File: src/rtl/adc_rx.sv
// adc_rx: offset-binary ADC capture, conversion to the signed 17-bit datapath
// format, optional 2^DECIM_LOG2 averaging, and ADC power-down sequencing.
module adc_rx #(
   parameter int unsigned DECIM_LOG2    = 0,
   parameter int unsigned WAKE_CYCLES   = 1000,
   parameter int unsigned FLUSH_SAMPLES = 8
) (
   input  logic        clk,
   input  logic        rst_n,
   input  logic        en,
   input  logic        PLLLOCK,
   input  logic [13:0] adc_d,
   input  logic        adc_otr,
   input  logic        ovr_clr,
   output logic [16:0] data_o,
   output logic        data_valid,
   output logic        sample_otr,
   output logic        ovr_sticky,
   output logic        ADC_PDWN,
   output logic [1:0]  state_o
);

   localparam int unsigned AccW   = 17 + DECIM_LOG2;
   localparam int unsigned CntW   = (DECIM_LOG2 > 0) ? DECIM_LOG2 : 1;
   localparam int unsigned WakeW  = (WAKE_CYCLES > 1) ? $clog2(WAKE_CYCLES) : 1;
   localparam int unsigned FlushW = (FLUSH_SAMPLES > 1) ? $clog2(FLUSH_SAMPLES) : 1;

   localparam logic [CntW-1:0]   GroupLast = CntW'((1 << DECIM_LOG2) - 1);
   localparam logic [WakeW-1:0]  WakeLast  = WakeW'(WAKE_CYCLES - 1);
   localparam logic [FlushW-1:0] FlushLast = FlushW'(FLUSH_SAMPLES - 1);

   typedef enum logic [1:0] {
      StIdle  = 2'd0,
      StWake  = 2'd1,
      StFlush = 2'd2,
      StRun   = 2'd3
   } state_e;

   state_e              state_q;
   logic [WakeW-1:0]    wake_cnt_q;
   logic [FlushW-1:0]   flush_cnt_q;
   logic                pdwn_q;

   logic [13:0]         cap_d_q;
   logic                cap_otr_q;
   logic signed [AccW-1:0] acc_q;
   logic [CntW-1:0]     cnt_q;
   logic                otr_acc_q;
   logic                full_q;
   logic [16:0]         data_q;
   logic                valid_q;
   logic                sotr_q;
   logic                sticky_q;

   logic                go;
   logic                run_sample;
   logic [13:0]         s14;
   logic signed [16:0]  sample17;
   logic signed [AccW-1:0] sample_ext;
   logic [16:0]         avg17;

   assign go         = en & PLLLOCK;
   assign run_sample = go && (state_q == StRun);
   assign s14        = {~cap_d_q[13], cap_d_q[12:0]};
   assign sample17   = {s14[13], s14, 2'b00};
   assign sample_ext = sample17;
   assign avg17      = 17'(acc_q >>> DECIM_LOG2);

   // Power sequencing: IDLE -> WAKE (settle) -> FLUSH (drain ADC pipeline) -> RUN.
   always_ff @(posedge clk or negedge rst_n) begin
      if (!rst_n) begin
         state_q     <= StIdle;
         wake_cnt_q  <= '0;
         flush_cnt_q <= '0;
         pdwn_q      <= 1'b1;
      end else if (!go) begin
         state_q <= StIdle;
         pdwn_q  <= 1'b1;
      end else begin
         pdwn_q <= 1'b0;
         case (state_q)
            StIdle: begin
               state_q    <= StWake;
               wake_cnt_q <= '0;
            end
            StWake: begin
               if (wake_cnt_q == WakeLast) begin
                  state_q     <= StFlush;
                  flush_cnt_q <= '0;
               end else begin
                  wake_cnt_q <= wake_cnt_q + 1'b1;
               end
            end
            StFlush: begin
               if (flush_cnt_q == FlushLast) begin
                  state_q <= StRun;
               end else begin
                  flush_cnt_q <= flush_cnt_q + 1'b1;
               end
            end
            StRun:   state_q <= StRun;
            default: state_q <= StIdle;
         endcase
      end
   end

   // Unconditional capture of the ADC bus and out-of-range pin.
   always_ff @(posedge clk or negedge rst_n) begin
      if (!rst_n) begin
         cap_d_q   <= '0;
         cap_otr_q <= 1'b0;
      end else begin
         cap_d_q   <= adc_d;
         cap_otr_q <= adc_otr;
      end
   end

   // Group accumulation; a complete group is emitted one edge after its last add.
   always_ff @(posedge clk or negedge rst_n) begin
      if (!rst_n) begin
         acc_q     <= '0;
         cnt_q     <= '0;
         otr_acc_q <= 1'b0;
         full_q    <= 1'b0;
         data_q    <= '0;
         valid_q   <= 1'b0;
         sotr_q    <= 1'b0;
      end else if (!go) begin
         // Any partial group is dropped.
         acc_q     <= '0;
         cnt_q     <= '0;
         otr_acc_q <= 1'b0;
         full_q    <= 1'b0;
         valid_q   <= 1'b0;
      end else begin
         valid_q <= full_q;
         if (full_q) begin
            data_q <= avg17;
            sotr_q <= otr_acc_q;
         end
         full_q <= 1'b0;
         if (state_q == StRun) begin
            if (cnt_q == '0) begin
               acc_q     <= sample_ext;
               otr_acc_q <= cap_otr_q;
            end else begin
               acc_q     <= acc_q + sample_ext;
               otr_acc_q <= otr_acc_q | cap_otr_q;
            end
            full_q <= (cnt_q == GroupLast);
            cnt_q  <= (cnt_q == GroupLast) ? '0 : cnt_q + 1'b1;
         end
      end
   end

   // Sticky overrange: only RUN samples set it; a coincident clear loses.
   always_ff @(posedge clk or negedge rst_n) begin
      if (!rst_n) begin
         sticky_q <= 1'b0;
      end else if (run_sample && cap_otr_q) begin
         sticky_q <= 1'b1;
      end else if (ovr_clr) begin
         sticky_q <= 1'b0;
      end
   end

   assign data_o     = data_q;
   assign data_valid = valid_q;
   assign sample_otr = sotr_q;
   assign ovr_sticky = sticky_q;
   assign ADC_PDWN   = pdwn_q;
   assign state_o    = state_q;

endmodule

File: config.mk
export PLATFORM = sky130hd
export DESIGN_NAME = adc_rx
export DESIGN_NICKNAME = d
export VERILOG_FILES = /design/src/rtl/adc_rx.sv
export SDC_FILE = /design/constraint.sdc
export NUM_CORES = 1
export LEC_CHECK = 0
export ABC_CLOCK_PERIOD_IN_PS = 2000
export CAP_MARGIN = 0
export CORE_MARGIN = 1.5
export CORE_UTILIZATION = 35
export CTS_CLUSTER_SIZE = 10
export DETAILED_ROUTE_END_ITERATION = 8
export GPL_TIMING_DRIVEN = 0
export PLACE_DENSITY = 0.57
export SLEW_MARGIN = 25
export SYNTH_ARGS = -nofsm -noshare
export SYNTH_HDL_FRONTEND = slang
export SYNTH_SLANG_ARGS = --single-unit
File: constraint.sdc
create_clock -name clk -period 2 [get_ports clk]
set_input_delay 0.3 -clock clk [delete_from_list [all_inputs] [get_ports clk]]
set_output_delay 0.3 -clock clk [all_outputs]
set_load 0.01 [all_outputs]
### Yosys cells after proc, flatten, opt, wreduce, memory -nomap -nowiden

Index checks and enable logic that the tools add are counted.

| storage, ports and cells | value |
|---|---|
| output and inout port bits | 23 |
| word-level logic and storage cells | 67 |
| input port bits | 20 |
| flip-flop bits (word level) | 71 |

| operators by class | value |
|---|---|
| reduce and logical (&&, ||, !) cells | 10 |
| bitwise operators | 4 |
| multiplexer cells | 24 |
| $add $sub $neg | 4 |
| eq/ne operators | 11 |

Operators by type and width:

| operator | number |
|---|---|
| two-way mux 17 bit | 3 |
| one-hot mux 10 bit (2 select lines) | 1 |
| adder 17 x 16 -> 17 bit | 1 |
| two-way mux 1 bit | 12 |
| adder 10 x 1 -> 10 bit (second input constant) | 1 |
| equality test 10 bit (second input constant) | 1 |
| two-way mux 10 bit | 1 |
| one-hot mux 2 bit (4 select lines) | 1 |
| two-way mux 2 bit | 3 |
| two-way mux 3 bit | 2 |
| inequality test 2 bit (second input constant) | 3 |
| inequality test 3 bit (second input constant) | 2 |
| one-hot mux 3 bit (2 select lines) | 1 |
| nonzero test 2 bit | 3 |
| equality test 2 bit (second input constant) | 2 |
| AND reduction 2 bit | 2 |
| AND reduction 4 bit | 1 |
| adder 3 x 1 -> 3 bit (second input constant) | 1 |
| equality test 3 bit (second input constant) | 1 |
| AND reduction 3 bit | 1 |
| equality test 2 x 1 -> 1 bit (second input constant) | 1 |
| logical AND 1 bit | 2 |
| zero test 2 bit | 1 |
| inequality test 2 x 1 -> 1 bit (second input constant) | 1 |
| other kinds (4) | 5 |

### Depth between registers and ports, before layout

| logic depth | value |
|---|---|
| depth in word-level cells | 5 |
| depth in mapped cells | 6 |
| depth with buffers taken out | 5 |

### Worst setup path before layout

Ideal clock, no wire load.

| timing path | value |
|---|---|
| kind | reg-to-reg |
| from | register wake_cnt_q[4] |
| to | register wake_cnt_q[0] |
| library setup time | 0.127 ns |
| slack | 0.286 ns |
| period minus slack after synthesis | 1.714 ns |
| arrival time | 1.588 ns |
| path buffers | 1 |
| cell stages (with the launch flop) | 6 |
| cell sequence | dfrtp_1 > buf_6 > or3b_4 > or4_4 > a21oi_2 > a21oi_1 |

| on the way | value |
|---|---|
| longest elaborated chain between the ends | 3 |

RTL lines:

| element | line | RTL |
|---|---|---|
| start, declared | 40 | `logic [WakeW-1:0] wake_cnt_q;` |
| start signal, assigned | 91 | `wake_cnt_q <= wake_cnt_q + 1'b1;` |
| equality test 10 bit | 87 | `if (wake_cnt_q == WakeLast) begin` |
| inequality test 2 bit (no source line) | -- |  |
| AND reduction 3 bit (no source line) | -- |  |

No other way between the ends.
A chain may end at the register's enable or synchronous reset.

### Worst setup path after layout

| timing path | value |
|---|---|
| from | input en |
| to | register flush_cnt_q[1] |

| on the way | value |
|---|---|
| longest elaborated chain between the ends | 2 |

RTL lines:

| element | line | RTL |
|---|---|---|
| start, declared | 10 | `input logic en,` |
| bitwise AND 1 bit | 62 | `assign go = en & PLLLOCK;` |
| AND reduction 4 bit (no source line) | -- |  |
| end signal, assigned | 98 | `flush_cnt_q <= flush_cnt_q + 1'b1;` |
| end, declared | 41 | `logic [FlushW-1:0] flush_cnt_q;` |

No other way between the ends.

==> flow_summary.toml <==
[status]
status = "completed"

[logic_synthesis]
synth_top_area_share_pct = 63.1
synthTopCellsByArea = "dfrtp_1 63%, mux2_2 6.8%, a22o_1 4.6%"
synthFlopType = "dfrtp_1"
yosysWarnings = 0
netlist_instances = 191
synth_edf_count = 0
synthArstFlopShare_pct = 100
seq_area_frac_synth_pct = 64.1
synth_top_family_by_area = "simple AND/OR/NAND/NOR gates"
yosys.area.top_type = "dfrtp_1"
synth_seq_cells = 64
synthSimpleGateAreaFrac_pct = 11.6
synth_compound_area_share_pct = 10.4
synth-xor-area-share_pct = 0
syn_avg_cell_area_um2 = 13.1
synth_cell_types = 42
syn_area_um2 = 2500
synthAdderAreaFrac_pct = 1.50
synthMuxAreaShare_pct = 8.91

[drt]
routedWlPerCell_um = 13.4
drc = 0
vias_per_cell = 4.73
antenna_left = 0
num_vias = 1637
drtIter0Drc = 36
drt_wl_total_um = 4640
drt_pre_antenna_iters = 5

[clock_tree]
cts_tree = "yes"
clock_path_buffers = 2
clock-sinks = 64
clk_pin_slew_ps = 70
cts_buffers = 9
cts_setup_buffers = 0
cts_max_level = 3
worstSkewPairLatency_ps = 330
cts_root_buffer = "clkbuf_8"

[layout]
fin_cells = 346
num_antenna_cells = 0
area_growth_pct = 31.3
multi_input_area_um2 = 816
layout_common_cells = "63 x dfrtp_1, 39 x clkdlybuf4s50_1, 15 x mux2_2, 14 x nand2_1, 13 x a22o_1"
nFillCells = 641
utilization_pct = 48.0
final_common_cell = "dfrtp_1"
final_cell_area_um2 = 3280
drive_gt1_share_pct = 20.0
seq_area_um2 = 1600
nNetsFinal = 268

[global_routing]
grt_util_met2_pct = 19.0
use_met3_pct = 5.40
grt_pass1_wl_um = 8060
grt_usage_pct = 13.9
grt_antenna_before_repair = 0
grt_max_degree = 41
grt_util_met1_pct = 19.9
grt_pass1_vias = 1629
top_usage_layer = "met1"
grt-ovfl-total = 0

[place]
post_dp_cell_area_um2 = 3040
portBuffers = 40
place.gp.congestion = 0.845
hpwl_um = 3150
dp_cells = 329

[pwr]
p_comb_share_pct = 5.9
powerDensity_nw_per_um2 = 853
intPower_uw = 2160
p_clk_share_pct = 45.1
p_sw_share_pct = 23.0
p_switching_uw = 644
p_leak_uw = 0.00150
pwr-share-seq_pct = 49.0
ir_worst_vdd_v = 0.000420

[sta]
min_period_ps = 1850
relSlewSlack_pct = 64.3
drv_slew = 0
max_freq_mhz = 540
worst_slew_pin_slew_ps = 531
grt_setup_unrepaired = "no"
fin_setup_tns_ps = 0
fin_skew_ps = 6.78
finalCritPeriodShare_pct = 92.6
finalHoldViolCount = 0
setup_violations = 0

[hold_path]
hp-class = "primary input to flop"

[die]
core_um2 = 6830
initial_utilization_pct = 36.6
die_w_um = 87.5
num_rows = 30
dieArea_um2 = 7650
dieHeight_um = 87.5
ios = 43

[critical_path]
crit_path_end_kind = "flop"
critPathArrivalTime_ps = 2070
cp.required_ps = 2220
critical_path.startpoint_type = "primary input"
worstPathMaxFanout = 6
path_class = "primary input to flop"

[flow_run]
cap_violations = 0
==> cell families after synthesis <==
kind of cell	count (synthesis)
fa+ha+maj	3
other cells	1
mux	20
buf+inv	14
flops	64
simple gates	52
compound gates	37
==> power groups by stage <==
stage               Combinational [µW]  Clock [µW]  Sequential [µW]
floorplan                         76.9           0             1390
global placement                   160           0             1400
detailed placement                 167           0             1400
CTS                                168        1290             1370
global route                       186        1370             1380
finish                             164        1260             1370
==> stage by stage <==
step	setup slack (ps)	power, µW	hold slack [ps]
final	149	2800	398
after floorplan	286	1470	4.41
after CTS	167	2830	379
after detailed placement	-195	1560	223
after global placement	-1500	1560	408
after global routing	23.2	2940	375
==> worst max-delay path: stages <==
cell and delay, ps:
clkdlybuf4s50_1 470, and2_1 240, clkinv_2 150, nor2_2 300, a32oi_1 240, mux2_1 360
==> final timing paths <==
check	from	to	slack [ps]	cells past startpoint
worst min-delay path	adc_d[4]	cap_d_q[4]	400	1
worst max-delay path	en	flush_cnt_q[1]	150	6
worst min register to register	cap_d_q[13]	acc_q[15]	410	1
min in group asynchronous	rst_n	flush_cnt_q[2]	410	2
max in group asynchronous	rst_n	ADC_PDWN	1040	3
worst max register to register	wake_cnt_q[4]	wake_cnt_q[6]	190	5
==> final cells by class <==
cell class              count  share of cell area, %
plain buffers               8                   1.83
clock buffers              10                   4.20
clock inverters             6                   2.82
inverters                   6                  0.725
multi-input cells         114                   24.9
flip-flops and latches     64                   48.9
well taps                  96                   3.66
repair buffers             42                   13.0
==> flip-flops by register name, summed over array words and instances, names as in the netlist <==
| register | cells |
|---|---|
| acc_q | 14 |
| cap_d_q | 14 |
| data_o | 14 |
| wake_cnt_q | 10 |
| flush_cnt_q | 3 |
| state_o | 2 |
| ADC_PDWN | 1 |
| cap_otr_q | 1 |
| data_valid | 1 |
| full_q | 1 |
| otr_acc_q | 1 |
| ovr_sticky | 1 |
| sample_otr | 1 |
==> cells in the mapped netlist, types with 3 or more instances <==
library cell   n
nor3_1         3
buf_4          3
mux2_2        15
dfrtp_1       63
nand2_1       14
mux2_1         3
o21ai_1        7
and3_1         3
inv_1          5
nor2_1         8
a21oi_1        6
buf_2          3
ha_1           3
nand3_1        8
a22o_1        13
==> routing by layer <==
metal	part of all wire, %	vias to the layer above
met5	0	-
met4	0.65	0
met3	6.2	4
met2	44	55
met1	49	789
li1	-	789
==> timing repair <==
item,in CTS,in global routing
hold buffers,1,0
gates resized for setup,0,0
endpoints found under the hold margin,24,0
No activity file was read; power rests on OpenSTA's default activity.
